<file path="config.mk">
export PLATFORM = sky130hd
export DESIGN_NAME = pipe_hazard_unit
export DESIGN_NICKNAME = d
export VERILOG_FILES = /design/src/rtl/pipe_hazard_unit_pkg.sv /design/src/rtl/pipe_hazard_unit_scoreboard.sv /design/src/rtl/pipe_hazard_unit.sv
export SDC_FILE = /design/constraint.sdc
export NUM_CORES = 1
export LEC_CHECK = 0
export ABC_CLOCK_PERIOD_IN_PS = 1260
export CAP_MARGIN = 20
export CELL_PAD_IN_SITES_DETAIL_PLACEMENT = 1
export CELL_PAD_IN_SITES_GLOBAL_PLACEMENT = 2
export CORE_MARGIN = 2
export CORE_UTILIZATION = 10
export CTS_CLUSTER_SIZE = 10
export DETAILED_ROUTE_END_ITERATION = 7
export GPL_TIMING_DRIVEN = 0
export PLACE_DENSITY_LB_ADDON = 0.1
export SLEW_MARGIN = 20
export SYNTH_ARGS = -nofsm -noshare
export SYNTH_HDL_FRONTEND = slang
export SYNTH_SLANG_ARGS = --single-unit
export TNS_END_PERCENT = 100
</file>
<file path="constraint.sdc">
create_clock -name clk -period 1.26 [get_ports clk]
set_input_delay 0.189 -clock clk [delete_from_list [all_inputs] [get_ports clk]]
set_output_delay 0.189 -clock clk [all_outputs]
set_load 0.05 [all_outputs]
</file>
<file path="src/rtl/pipe_hazard_unit_pkg.sv">
// Shared types for the pipeline hazard/forwarding unit: FSM encoding and the control word.
package pipe_hazard_unit_pkg;

    typedef enum logic [0:0] {
        HZ_RUN   = 1'b0,
        HZ_FLUSH = 1'b1
    } hz_state_e;

    typedef struct packed {
        logic stall_pc;
        logic stall_id;
        logic flush_id;
        logic bubble_exe;
    } hz_ctrl_t;

    localparam hz_ctrl_t HZ_NOP_CTRL = '{default: 1'b0};

    // A killed ID slot can never stall, so flush always masks the stall request.
    function automatic hz_ctrl_t hz_make_ctrl(input logic flush, input logic stall);
        hz_ctrl_t c;
        c            = HZ_NOP_CTRL;
        c.flush_id   = flush;
        c.stall_pc   = stall & ~flush;
        c.stall_id   = stall & ~flush;
        c.bubble_exe = flush | stall;
        return c;
    endfunction

endpackage

</file>
<file path="src/rtl/pipe_hazard_unit_scoreboard.sv">
// In-flight register-write tracker: DEPTH-slot shift register (0=EXE ... DEPTH-1=WB) with bubble insert.
module pipe_hazard_unit_scoreboard #(
    parameter int ASIZE = 4,
    parameter int DEPTH = 3
) (
    input  logic                        clk,
    input  logic                        rst,
    input  logic                        in_valid,
    input  logic [ASIZE-1:0]            in_waddr,
    input  logic                        in_is_load,
    input  logic                        bubble,
    output logic [DEPTH-1:0]            slot_valid,
    output logic [DEPTH-1:0][ASIZE-1:0] slot_waddr,
    output logic [DEPTH-1:0]            slot_is_load
);

    logic [DEPTH-1:0]            valid_d, valid_q;
    logic [DEPTH-1:0][ASIZE-1:0] waddr_d, waddr_q;
    logic [DEPTH-1:0]            load_d, load_q;

    always_comb begin
        valid_d = {valid_q[DEPTH-2:0], in_valid & ~bubble};
        waddr_d = {waddr_q[DEPTH-2:0], in_waddr};
        load_d  = {load_q[DEPTH-2:0], in_is_load & ~bubble};
    end

    always_ff @(posedge clk) begin
        if (!rst) begin
            valid_q <= '0;
            waddr_q <= '0;
            load_q  <= '0;
        end else begin
            valid_q <= valid_d;
            waddr_q <= waddr_d;
            load_q  <= load_d;
        end
    end

    assign slot_valid   = valid_q;
    assign slot_waddr   = waddr_q;
    assign slot_is_load = load_q;

endmodule

</file>
<file path="src/rtl/pipe_hazard_unit.sv">
// Hazard/forwarding controller beside decode: slot match, load-use stall, redirect flush FSM.
// HAZ_FWD_EN enables forwarding; without it the unit is interlock-only (any in-flight match stalls).
module pipe_hazard_unit
    import pipe_hazard_unit_pkg::*;
#(
    parameter int DSIZE    = 16,
    parameter int ASIZE    = 4,
    parameter int DEPTH    = 3,
    parameter int LOAD_LAT = 1,
    parameter int FLUSH_N  = 2
) (
    input  logic                   clk,
    input  logic                   rst,
    input  logic                   id_valid,
    input  logic [ASIZE-1:0]       id_raddr1,
    input  logic [ASIZE-1:0]       id_raddr2,
    input  logic                   id_ren1,
    input  logic                   id_ren2,
    input  logic [ASIZE-1:0]       id_waddr,
    input  logic                   id_wen,
    input  logic                   id_is_load,
    input  logic [DSIZE-1:0]       id_rdata1,
    input  logic [DSIZE-1:0]       id_rdata2,
    input  logic [DEPTH*DSIZE-1:0] slot_wdata,
    input  logic                   exe_redirect,
    output logic [DSIZE-1:0]       fwd_rdata1,
    output logic [DSIZE-1:0]       fwd_rdata2,
    output logic                   stall_pc,
    output logic                   stall_id,
    output logic                   flush_id,
    output logic                   bubble_exe
);

    localparam int CW = (FLUSH_N > 1) ? $clog2(FLUSH_N) : 1;
    localparam logic [CW-1:0] FLUSH_RELOAD = CW'(FLUSH_N - 1);

    hz_state_e               state_d, state_q;
    logic [CW-1:0]           cnt_d, cnt_q;
    logic [DEPTH-1:0]        slot_valid, slot_is_load;
    logic [DEPTH-1:0][ASIZE-1:0] slot_waddr;
    logic                    hit1, hit2, lu1, lu2;
    logic [DSIZE-1:0]        sel1, sel2, fwd_sel1, fwd_sel2;
    logic                    need_stall, flush_act;
    hz_ctrl_t                ctrl;

    pipe_hazard_unit_scoreboard #(
        .ASIZE (ASIZE),
        .DEPTH (DEPTH)
    ) u_scoreboard (
        .clk          (clk),
        .rst          (rst),
        .in_valid     (id_valid & id_wen),
        .in_waddr     (id_waddr),
        .in_is_load   (id_is_load),
        .bubble       (ctrl.bubble_exe),
        .slot_valid   (slot_valid),
        .slot_waddr   (slot_waddr),
        .slot_is_load (slot_is_load)
    );

    // Scan oldest to youngest so the youngest matching slot overrides.
    always_comb begin
        hit1 = 1'b0;
        hit2 = 1'b0;
        lu1  = 1'b0;
        lu2  = 1'b0;
        sel1 = id_rdata1;
        sel2 = id_rdata2;
        for (int i = DEPTH - 1; i >= 0; i--) begin
            if (slot_valid[i] && id_ren1 && (slot_waddr[i] == id_raddr1)) begin
                hit1 = 1'b1;
                lu1  = slot_is_load[i] && (i < LOAD_LAT);
                sel1 = slot_wdata[i*DSIZE +: DSIZE];
            end
            if (slot_valid[i] && id_ren2 && (slot_waddr[i] == id_raddr2)) begin
                hit2 = 1'b1;
                lu2  = slot_is_load[i] && (i < LOAD_LAT);
                sel2 = slot_wdata[i*DSIZE +: DSIZE];
            end
        end
    end

`ifdef HAZ_FWD_EN
    assign need_stall = lu1 | lu2;
    assign fwd_sel1   = (hit1 && !lu1) ? sel1 : id_rdata1;
    assign fwd_sel2   = (hit2 && !lu2) ? sel2 : id_rdata2;
`else
    logic fwd_unused;
    assign need_stall = hit1 | hit2;
    assign fwd_sel1   = id_rdata1;
    assign fwd_sel2   = id_rdata2;
    assign fwd_unused = ^{sel1, sel2, lu1, lu2};
`endif

    always_comb begin
        state_d   = state_q;
        cnt_d     = cnt_q;
        flush_act = exe_redirect | (state_q == HZ_FLUSH);
        if (exe_redirect) begin
            cnt_d   = FLUSH_RELOAD;
            state_d = (FLUSH_RELOAD != '0) ? HZ_FLUSH : HZ_RUN;
        end else if (state_q == HZ_FLUSH) begin
            cnt_d = cnt_q - 1'b1;
            if (cnt_q <= CW'(1)) begin
                state_d = HZ_RUN;
            end
        end
        ctrl = rst ? hz_make_ctrl(flush_act, need_stall) : HZ_NOP_CTRL;
    end

    always_ff @(posedge clk) begin
        if (!rst) begin
            state_q <= HZ_RUN;
            cnt_q   <= '0;
        end else begin
            state_q <= state_d;
            cnt_q   <= cnt_d;
        end
    end

    assign stall_pc   = ctrl.stall_pc;
    assign stall_id   = ctrl.stall_id;
    assign flush_id   = ctrl.flush_id;
    assign bubble_exe = ctrl.bubble_exe;
    assign fwd_rdata1 = rst ? fwd_sel1 : id_rdata1;
    assign fwd_rdata2 = rst ? fwd_sel2 : id_rdata2;

endmodule

</file>
**Word level (Yosys, flattened, before mapping)**

Index checks and enable logic that the tools add are counted.

- Add/sub/neg operators: 1
- $lt $le $gt $ge: 1
- Equal/unequal tests: 6
- Multiplexer cells: 12
- Bitwise gates (word level): 8
- Reductions and logical operators: 13

Operator list:

| cell | number |
|---|---|
| == test 4 bit | 6 |
| logical AND 1 bit | 12 |
| two-way mux 1 bit | 11 |
| two-way mux 4 bit | 1 |
| AND 1 bit | 3 |
| OR 1 bit | 3 |
| inverter 1 bit | 2 |
| nonzero test 2 bit | 1 |
| <= comparator 1 bit (second input constant) | 1 |
| subtractor 1 bit (second input constant) | 1 |

- Bits in registers: 17
- Input port bits: 100

**Depth between registers and ports, before layout**

Gate-level depths: netlist of run 1.

- Word-level depth: 10
- Depth in mapped cells: 6

**By module**

A second synthesis of run 1 with hierarchy kept.

- Cell total of the unflattened synthesis: 122
- Area, all modules: 1142.3 um2

By module, submodules not included:

| module | instances | cells each | area an instance (um2) |
|---|---|---|---|
| pipe_hazard_unit | 1 | 81 | 605.6 |
| pipe_hazard_unit_scoreboard | 1 | 41 | 536.8 |

**Worst setup path after synthesis of run 1**

No wires, ideal clock.

- Path kind: reg2out
- From: register u_scoreboard.waddr_q (netlist bit u_scoreboard.slot_waddr[5])
- To: output stall_pc
- Arrival time: 2066 ps
- Required time: 1071 ps
- Setup slack: -995 ps
- Cell stages (with the launch flop): 6
- Buffers on the path: 1
- Cells stage by stage: dfxtp_1 -> xor2_1 -> nor4_1 -> nor4_2 -> a21oi_1 -> buf_4

- Word-level cells in the longest chain between the ends: 7

Ends and longest elaborated chain:

| element | line | RTL |
|---|---|---|
| start, declared | pipe_hazard_unit_scoreboard.sv:18 | `logic [DEPTH-1:0][ASIZE-1:0] waddr_d, waddr_q;` |
| start signal, assigned | pipe_hazard_unit_scoreboard.sv:34 | `waddr_q <= waddr_d;` |
| == test 4 bit (on tied branches) | pipe_hazard_unit.sv:70, pipe_hazard_unit.sv:75 |  |
| logical AND 1 bit (on tied branches) | pipe_hazard_unit.sv:70, pipe_hazard_unit.sv:75 |  |
| two-way mux 1 bit (on tied branches) (2 in a row) | pipe_hazard_unit.sv:70, pipe_hazard_unit.sv:75 |  |
| OR 1 bit * | pipe_hazard_unit.sv:89 | `assign need_stall = hit1 \| hit2;` |
| AND 1 bit * | pipe_hazard_unit_pkg.sv:23 | `c.stall_pc = stall & ~flush;` |
| two-way mux 4 bit * | pipe_hazard_unit.sv:108 | `ctrl = rst ? hz_make_ctrl(flush_act, need_stall) : HZ_NOP_CTRL;` |
| end, declared | pipe_hazard_unit.sv:28 | `output logic stall_pc,` |

Every way passes the cells marked *; elsewhere a longest branch is shown, timed or not.

**Worst setup path after layout of run 1**

- From: register u_scoreboard.waddr_q (netlist bit u_scoreboard.slot_waddr[9])
- To: output stall_pc

- Word-level cells in the longest chain between the ends: 8

Ends and longest elaborated chain:

| element | line |
|---|---|
| == test 4 bit (on tied branches) | pipe_hazard_unit.sv:70, pipe_hazard_unit.sv:75 |
| logical AND 1 bit (on tied branches) | pipe_hazard_unit.sv:70, pipe_hazard_unit.sv:75 |
| two-way mux 1 bit (on tied branches) (3 in a row) | pipe_hazard_unit.sv:70, pipe_hazard_unit.sv:75 |
| OR 1 bit * | pipe_hazard_unit.sv:89 |
| AND 1 bit * | pipe_hazard_unit_pkg.sv:23 |
| two-way mux 4 bit * | pipe_hazard_unit.sv:108 |

Marked as above.

==> impl_results.md, run 1 <==
* Met1 Use GR at 6.51%
* HPWL after DPL at 2820 µm
* Total gr overflow at 0
* Power Dens Cells at 836 mW/mm²
* Grt met3 use at 2.07%
* Die area at 0.0108 mm²
* Switching Share at 33.3%
* Total CTS buffers at 3
* Worst Hold Class: in -> reg
* Vias/cell at 2.98
* Worst Tran Pin Value at 0.516 ns
* Crit Path Category: reg -> out
* Synthesized net count at 212
* Die W at 104 µm
* Fin. Hold Viols at 0
* Placed cells at 299
* Routed len/inst at 11.1 µm
* Worst vdd ir at 0.300 mV
* CP Cell Sequence: xor2_1 -> nor4_2 -> nor4_2 -> buf_4 -> a21oi_4 -> buf_6 -> buf_8
* Share of the synthesized area in the top cell type at 32.0%
* # diodes at 0
* Leakage power at 0.818 nW
* Ys flop type: dfxtp_1
* Minimum clock period at 1.91 ns
* Syn Std Cell Area at 0.00100 mm²
* Vias in the first global route at 1004
* Clk slew on worst S/H paths at 0.07 ns
* Setup tns final at -1.96 ns
* Worst Path Required at 1.07 ns
* Synth area leaders: dfxtp_1, buf_4, xor2_1, and2_1, xnor2_1
* Busiest grt layer: met2
* CP startpoint kind: flop
* Ys async rst share at 0%
* Slew headroom at 65.5%
* Failing checks: negative setup slack
* DR vias at 905
* Clk_lat worst skew at 0.25 ns
* Logic pwr share at 36.4%
* Final Skew at 0.00628 ns
* Post-route ant nets at 0
* CP bufs+invs at 3
* WP data arrival at 1.72 ns
* Post-synth top area cell: dfxtp_1
* Synth cell count leaders: buf_4, dfxtp_1, xor2_1, and2_1, xnor2_1
* Clock sink count at 16
* Number of flops mapped to enable cells by yosys at 0
* Synth cell types at 18
* P_int at 1.05 mW
* Synth Register Bits at 16
* Num ports at 136
* Cell Count, Final, Fillers Out at 304
* Residual DRC count at 0
* Max clock buf depth at 2
* Final worst slack at -0.653 ns
* GP Congestion at 0.647
* Layout cell share with drive strength beyond 1 at 36.3%
* Critical Path Sink Type: output pin
* Global-route usage over all layers at 6.15%
* Largest net degree at the start of global routing at 11
* Initial Util at 10.3%
* Worst-path fanout max at 3
* Crit share post-route at 152%
* FMAX at 523 MHz
* Routed wire length at 3370 µm
* First-pass DRT Iterations at 3
* CTS tree: done
* Most common cell in the netlist: buf_4
* Max Transition Viols Final at 0
* Crit path max-delay family: simple AND/OR/NAND/NOR gates
* Port buffer count at 54
* Global-route wire length before repair at 5270 µm
* Initial antenna violation count at 0
* Floorplan core area at 0.00973 mm²
* Hold Buf Count CTS at 0
* Row count at 36
* Most used cell, CP: nor4_2
* Outcome: finished with violations
* Setup violators final at 4
* RSZ-0062 raised after global routing: yes
* Root Driver: clkbuf_8
* Sequential share of power at 34.6%
* H-tree depth at 1
* Slowest stage delay, CP at 0.34 ns
* Clock power frac at 29.0%
* Seq/Total Area, Yosys at 32.0%
* Maximum capacitance violations at 0
* Avg Inst Size Synth at 8.95 µm²
* Slowest cell on the critical path: nor4_2
* Die height at 104 µm
* Gate Count Post-Synth at 112
* Sw power at 525 µW
* Grt met2 use at 11.3%
* Detailed router's first-iteration violation count at 5
* Area growth from synthesis to layout at 88.0%
* Final nets at 272
* Synthesis warning total at 0
* Tot Pwr at 1.58 mW
## power by group through the flow
stage               combinational, mW  clock (mW)  sequential [mW]
finish                          0.574       0.457            0.544
global route                    0.607       0.502            0.547
CTS                             0.577       0.477            0.543
detailed placement              0.574           0            0.553
global placement                0.575           0            0.553
floorplan                       0.364           0            0.549
## layer usage
layer / up-vias / part of all wire [%] / wire [µm]
met3: 4 / 9.0 / 303
met1: 405 / 39 / 1320
met2: 57 / 51 / 1710
met4: 0 / 1.4 / 47
li1: 439 / - / -
met5: - / 0 / 0
## registers in the layout, summed over array words and instances (netlist names)
signal / cells
u_scoreboard.slot_waddr: 12
u_scoreboard.slot_valid: 3
state_q: 1
## through the flow
step	hold WS [ns]	instance area (µm²)	utilization [%]	worst slack, ns
after floorplan	0.316	1030	-	-0.409
after global placement	0.469	1740	17.8	-1.51
after detailed placement	0.476	1740	17.8	-1.50
after CTS	0.308	1830	18.8	-0.751
after global routing	0.311	1880	19.4	-0.746
final	0.290	1880	19.4	-0.653
## timing repair
action / in CTS / in global routing
pin swaps: 3 / 1
resized for setup: 51 / 15
setup endpoints to repair: 15 / 11
buffers inserted: 1 / 0
## cells by family (layout without fill, tap and decap cells)
| group | after synthesis | count (layout) | synth area share (%) |
|---|---|---|---|
| AO/OA/AOI/OAI | 3 | 3 | 2.00 |
| XOR/XNOR | 24 | 24 | 21.0 |
| AND/OR/NAND/NOR | 34 | 34 | 19.6 |
| buffers and inverters | 35 | 94 | 25.5 |
| flip-flops | 16 | 16 | 32.0 |
## placed cells by master (no fill, tap or decap)
cell and n:
a21oi_4 1, a31oi_2 1, and2_1 15, and3_1 1, buf_2 1, buf_4 33, buf_6 4, buf_8 1
clkbuf_8 5, clkdlybuf4s50_1 33, dfxtp_1 11, dfxtp_2 5, dlygate4sd2_1 9, dlymetal6s2s_1 7, inv_1 1, nand2_1 3
nand3_1 5, nand4_1 1, nor2_1 1, nor2_2 1, nor2_4 1, nor3_1 1, nor4_2 5, o31a_1 1
xnor2_1 7, xnor2_2 1, xor2_1 13, xor2_2 3
## layout make-up
| cell class | instances | area [µm²] |
|---|---|---|
| fill | 1163 | 7850 |
| timing repair buffer | 55 | 558 |
| multi-input combinational | 61 | 509 |
| sequential | 16 | 327 |
| buffer | 34 | 265 |
| tap | 133 | 166 |
| clock buffer | 4 | 55.1 |
| inverter | 1 | 3.75 |
## worst paths after layout
| path | startpoint | cells past startpoint | end | slack [ns] |
|---|---|---|---|---|
| setup / recovery | u_scoreboard.slot_waddr[9]$_SDFF_PN0_ | 7 | stall_pc | -0.65 |
| hold / removal | rst | 2 | u_scoreboard.slot_waddr[6]$_SDFF_PN0_ | 0.29 |
| setup reg to reg | u_scoreboard.slot_waddr[4]$_SDFF_PN0_ | 5 | u_scoreboard.slot_valid[0]$_SDFF_PN0_ | -0.08 |
| hold reg to reg | u_scoreboard.slot_valid[0]$_SDFF_PN0_ | 1 | u_scoreboard.slot_valid[1]$_SDFF_PN0_ | 0.49 |
Power figures use the tool's default switching activity.
==> run 2: changes to the inputs <==
- ABC_CLOCK_PERIOD_IN_PS: 1260 -> 2290
- CORE_UTILIZATION: 10 -> 12
- TNS_END_PERCENT: 100 -> 30
- clock period: 1.26 -> 2.29 ns (I/O delays scaled with it)
==> impl_results.md, run 2 (synthesis results as in run 1) <==
* Multi-input gate area at 468 µm² (-8.1%)
* Clk slew on worst S/H paths at 0.07 ns (about the same)
* Worst-path fanout max at 3 (unchanged)
* Worst Hold Class: reg -> reg
* Die area at 0.00910 mm² (-16%)
* Worst path depth at 8 (+1)
* Initial Util at 12.3% (+2.0 points)
* Global-route usage over all layers at 6.57% (+0.42 points)
* Minimum clock period at 2.23 ns
* Vias in the first global route at 940 (-6.4%)
* Setup violators final at 0 (-4)
* Fin. Hold Viols at 0 (unchanged)
* Slowest stage delay, CP at 0.54 ns (+0.20 ns)
* Post-route design area at 0.00177 mm² (-5.9%)
* Leakage power at 0.754 nW (-7.9%)
* CP startpoint kind: input pin
* Worst Tran Pin Value at 0.509 ns (-0.00748 ns)
* CP bufs+invs at 4 (+1)
* WP data arrival at 1.88 ns (+0.16 ns)
* Placed cells at 271 (-9.4%)
* Worst reg2reg setup slack at 0.86 ns (+0.94 ns)
* Routed len/inst at 11.3 µm (+1.4%)
* Residual DRC count at 0 (unchanged)
* HPWL after DPL at 2530 µm (-11%)
* Tot Pwr at 857 µW (-46%)
* Core Util, Final at 21.7% (+2.3 points)
* Max Transition Viols Final at 0 (unchanged)
* Worst r2r path cells at 6 (+1)
* Die height at 95.4 µm (-8.4%)
* # diodes at 0 (unchanged)
* Root Driver: clkbuf_8
* CP Cell Sequence: clkdlybuf4s50_1 -> nand3_1 -> nor4_2 -> nor4_2 -> buf_4 -> a21oi_4 -> buf_4 -> buf_8
* CTS tree: done
* Initial antenna violation count at 0 (unchanged)
* Port buffer count at 54 (unchanged)
* Leading cell type in the layout, fill and taps excluded: clkdlybuf4s50_1
* Cell Count, Final, Fillers Out at 276 (-9.2%)
* Power Dens Cells at 484 mW/mm² (-42%)
* Grt met2 use at 11.5% (+0.22 points)
* Hold Buf Count CTS at 0 (unchanged)
* Worst Path Required at 1.95 ns (+0.88 ns)
* Largest net degree at the start of global routing at 11 (unchanged)
* Setup tns final at 0 ns (+1.96 ns)
* RSZ-0062 raised after global routing: yes
* Final Skew at 0.00159 ns (-0.00469 ns)
* Total CTS buffers at 3 (unchanged)
* Layout cell share with drive strength beyond 1 at 30.4% (-5.8 points)
* Slowest cell on the critical path: clkdlybuf4s50_1
* Worst vdd ir at 0.199 mV (-34%)
* Slew headroom at 66.0% (+0.45 points)
* Row count at 33 (-8.3%)
* H-tree depth at 1 (unchanged)
* DR vias at 922 (+1.9%)
* Register area at 322 µm² (-1.5%)
* Routed wire length at 3110 µm (-7.9%)
* Die W at 95.4 µm (-8.4%)
* Max clock buf depth at 2 (unchanged)
* Total gr overflow at 0 (unchanged)
* Outcome: complete, no violations
* Area growth from synthesis to layout at 76.9%
* Final hold slack at 0.500 ns (+0.210 ns)
* Detailed router's first-iteration violation count at 8 (+3)
* Vias/cell at 3.34 (+12%)
* Maximum capacitance violations at 0 (unchanged)
* Met1 Use GR at 8.35% (+1.8 points)
* Crit share post-route at 97.2%
* Most frequent cells in the layout: clkdlybuf4s50_1, buf_4, xor2_1, and2_1, dfxtp_1
* Clk_lat worst skew at 0.24 ns (about the same)
* FMAX at 449 MHz
* Grt met3 use at 1.26% (-0.80 points)
* GP Congestion at 0.717 (+11%)
* Critical Path Sink Type: output pin
* Clock sink count at 16 (unchanged)
* Final worst slack at 0.0649 ns (+0.718 ns)
* Post-route ant nets at 0 (unchanged)
* DP Area at 0.00168 mm² (-3.3%)
* Busiest grt layer: met2
* Floorplan core area at 0.00818 mm² (-16%)
* Max FFs per register at 12 (unchanged)
* Hold path depth at 1 (-1)
* Global-route wire length before repair at 4550 µm (-14%)
* Num ports at 136 (unchanged)
* Placement Setup Slack at -0.793 ns (+0.703 ns)
* Crit Path Category: in -> out
* Final nets at 272 (unchanged)
* Filler cell count at 965 (-17%)
* Crit path max-delay family: buffers and inverters
* First-pass DRT Iterations at 3 (unchanged)
-- run 2: where the power goes --
part,switching (mW),internal (mW)
registers,0.00882,0.289
clock network,0.100,0.152
logic,0.175,0.132
-- run 2: per-layer routing --
metal,part of all wire [%],vias up
li1,-,444
met1,43,423
met2,47,53
met3,9.0,2
met4,0.58,0
met5,0,-
-- run 2: final timing paths --
kind                                                              from                                     to
worst max-delay path                                           id_ren1                               stall_pc
worst min-delay path             u_scoreboard.slot_valid[0]$_SDFF_PN0_  u_scoreboard.slot_valid[1]$_SDFF_PN0_
worst max register to register  u_scoreboard.slot_waddr[10]$_SDFF_PN0_  u_scoreboard.slot_valid[0]$_SDFF_PN0_
worst min register to register   u_scoreboard.slot_valid[0]$_SDFF_PN0_  u_scoreboard.slot_valid[1]$_SDFF_PN0_
-- run 2: worst register-to-register path, stage by stage (launching register included) --
cell	delay [ns]
dfxtp_2	0.33
xnor2_1	0.16
nand3_1	0.13
nor4_2	0.30
nor4_2	0.08
buf_4	0.17
and3_1	0.17
-- run 2: area by class of cell --
type / count / area share (%)
timing repair buffer: 55 / 30.5
multi-input combinational: 61 / 26.4
sequential: 16 / 18.1
buffer: 34 / 14.3
tap: 105 / 7.41
clock buffer: 4 / 3.11
inverter: 1 / 0.212
-- run 2: repair_timing --
item,4_1_cts,5_1_grt
buffers inserted,1,0
gates cloned,0,0
setup endpoints to repair,4,4
pin swaps,3,4
resized for setup,35,10
==> run 3: changes to the inputs <==
- ABC_CLOCK_PERIOD_IN_PS: 2290 -> 2820
- clock period: 2.29 -> 2.82 ns (I/O delays scaled with it)
==> impl_results.md, run 3 (synthesis results as in run 1) <==
* Largest net degree at the start of global routing at 11 (unchanged)
* Port buffer count at 54 (unchanged)
* Max Transition Viols Final at 0 (unchanged)
* Power Dens Cells at 405 mW/mm² (-16%)
* DR vias at 909 (-1.4%)
* Fin. Hold Viols at 0 (unchanged)
* Vias in the first global route at 944 (+0.43%)
* CTS tree: done
* Leading cell type in the layout, fill and taps excluded: clkdlybuf4s50_1
* Worst vdd ir at 0.167 mV (-16%)
* Outcome: complete, no violations
* End of the worst hold path: u_scoreboard.slot_valid[1]$_SDFF_PN0_
* Die W at 95.4 µm (unchanged)
* Max clock buf depth at 2 (unchanged)
* Slowest stage delay, CP at 0.59 ns (+0.05 ns)
* Routed wire length at 3030 µm (-2.5%)
* Slew headroom at 66.4% (+0.43 points)
* Most used cell, CP: buf_4
* Residual DRC count at 0 (unchanged)
* FMAX at 375 MHz
* Worst Hold Class: reg -> reg
* Most frequent cells in the layout: clkdlybuf4s50_1, buf_4, xor2_1, dfxtp_1, and2_1
* Crit share post-route at 94.5%
* Num ports at 136 (unchanged)
* Total CTS buffers at 3 (unchanged)
* Final hold slack at 0.496 ns (-0.00393 ns)
* Final worst slack at 0.155 ns (+0.0906 ns)
* Maximum capacitance violations at 0 (unchanged)
* Clk slew on worst S/H paths at 0.07 ns (about the same)
* Global-route wire length before repair at 4570 µm (+0.44%)
* Max FFs per register at 12 (unchanged)
* Vias/cell at 3.31 (-1.1%)
* Slowest cell on the critical path: clkdlybuf4s50_1
* CP Cell Sequence: clkdlybuf4s50_1 -> xor2_1 -> nor4_1 -> nor4_2 -> a21oi_1 -> buf_4 -> buf_4
* First-pass DRT Iterations at 4 (+1)
* Crit. Startpoint: id_raddr2[3]
* Crit Path Category: in -> out
* Worst r2r path cells at 4 (-2)
* Final nets at 271 (-0.37%)
* Final Skew at 0.000972 ns (-0.000620 ns)
* Placement Setup Slack at -0.437 ns (+0.356 ns)
* Worst Path Required at 2.40 ns (+0.45 ns)
* Floorplan core area at 0.00818 mm² (unchanged)
* Total gr overflow at 0 (unchanged)
* Hold Buf Count CTS at 0 (unchanged)
* Minimum clock period at 2.66 ns
* Leakage power at 0.720 nW (-4.5%)
* FF-to-FF Start: u_scoreboard.slot_waddr[4]$_SDFF_PN0_
* Detailed router's first-iteration violation count at 18 (+10)
* Area growth from synthesis to layout at 71.3%
* Initial antenna violation count at 0 (unchanged)
* Core Util, Final at 21.0% (-0.69 points)
* WP data arrival at 2.24 ns (+0.36 ns)
* Setup violators final at 0 (unchanged)
* Initial Util at 12.3% (unchanged)
* Root Driver: clkbuf_8
* Clock sink count at 16 (unchanged)
* Layout cell share with drive strength beyond 1 at 24.7% (-5.7 points)
* Placed cells at 271 (unchanged)
* GP Congestion at 0.698 (-2.7%)
* Worst Tran Pin Value at 0.502 ns (-0.00640 ns)
* Post-route ant nets at 0 (unchanged)
* Die area at 0.00910 mm² (unchanged)
* Worst reg2reg setup slack at 1.44 ns (+0.58 ns)
* Global-route usage over all layers at 6.57% (about the same)
* Die height at 95.4 µm (unchanged)
* Cell Count, Final, Fillers Out at 275 (-0.36%)
* Row count at 33 (unchanged)
* RR Endpoint: u_scoreboard.slot_valid[0]$_SDFF_PN0_
* Critical Path Sink Type: output pin
* HPWL after DPL at 2590 µm (+2.4%)
* # diodes at 0 (unchanged)
* Hold path depth at 1 (unchanged)
* Hold path startpoint: u_scoreboard.slot_valid[0]$_SDFF_PN0_
* CP startpoint kind: input pin
* Routed len/inst at 11.0 µm (-2.2%)
* Clk_lat worst skew at 0.24 ns (about the same)
* H-tree depth at 1 (unchanged)
* Worst-path fanout max at 3 (unchanged)
* RSZ-0062 raised after global routing: no
## run 3: power breakdown
group | leakage (nW) | switching, mW | internal, mW | total (mW)
Clock | 0.0288 | 0.0804 | 0.124 | 0.204
Combinational | 0.559 | 0.139 | 0.110 | 0.249
Sequential | 0.131 | 0.00716 | 0.234 | 0.242
## run 3: per-layer routing
layer	track usage (%)	vias to the layer above	wire (µm)
met3	1.03	2	209
met5	0	-	0
met1	8.25	425	1300
li1	-	440	-
met4	1.79	0	15
met2	11.6	42	1510
## run 3: worst max-delay path, delay by kind of cell
| family | cells | cell delay, ns |
|---|---|---|
| compound gates | 1 | 0.17 |
| xor+xnor | 1 | 0.19 |
| simple gates | 2 | 0.53 |
| buf+inv | 3 | 0.92 |
## run 3: metrics by stage
step	cell area, µm²	TNS, ns	power, mW
2_1_floorplan	1000	0	0.406
3_3_place_gp	1670	-1.21	0.499
3_5_place_dp	1670	-1.25	0.500
4_1_cts	1730	0	0.708
5_1_grt	1720	0	0.731
6_report	1720	0	0.694
## run 3: worst max-delay path by stage
stage | end | cells past startpoint
final | stall_pc | 7
after global routing | stall_pc | 8
after CTS | bubble_exe | 7
after detailed placement | stall_pc | 8
after global placement | stall_pc | 8
after floorplan | stall_pc | 5
## run 3: what timing repair did
item,CTS,global route
buffers inserted,0,0
gates cloned,0,0
resized for setup,8,5
endpoints found under the setup margin,4,2
## run 3: cell type report
cell class	instances	area, µm²
well taps	105	131
fillers	963	6460
plain buffers	34	253
repair buffers	54	527
flip-flops and latches	16	320
multi-input cells	61	427
clock buffers	4	55.1
inverters	1	3.75
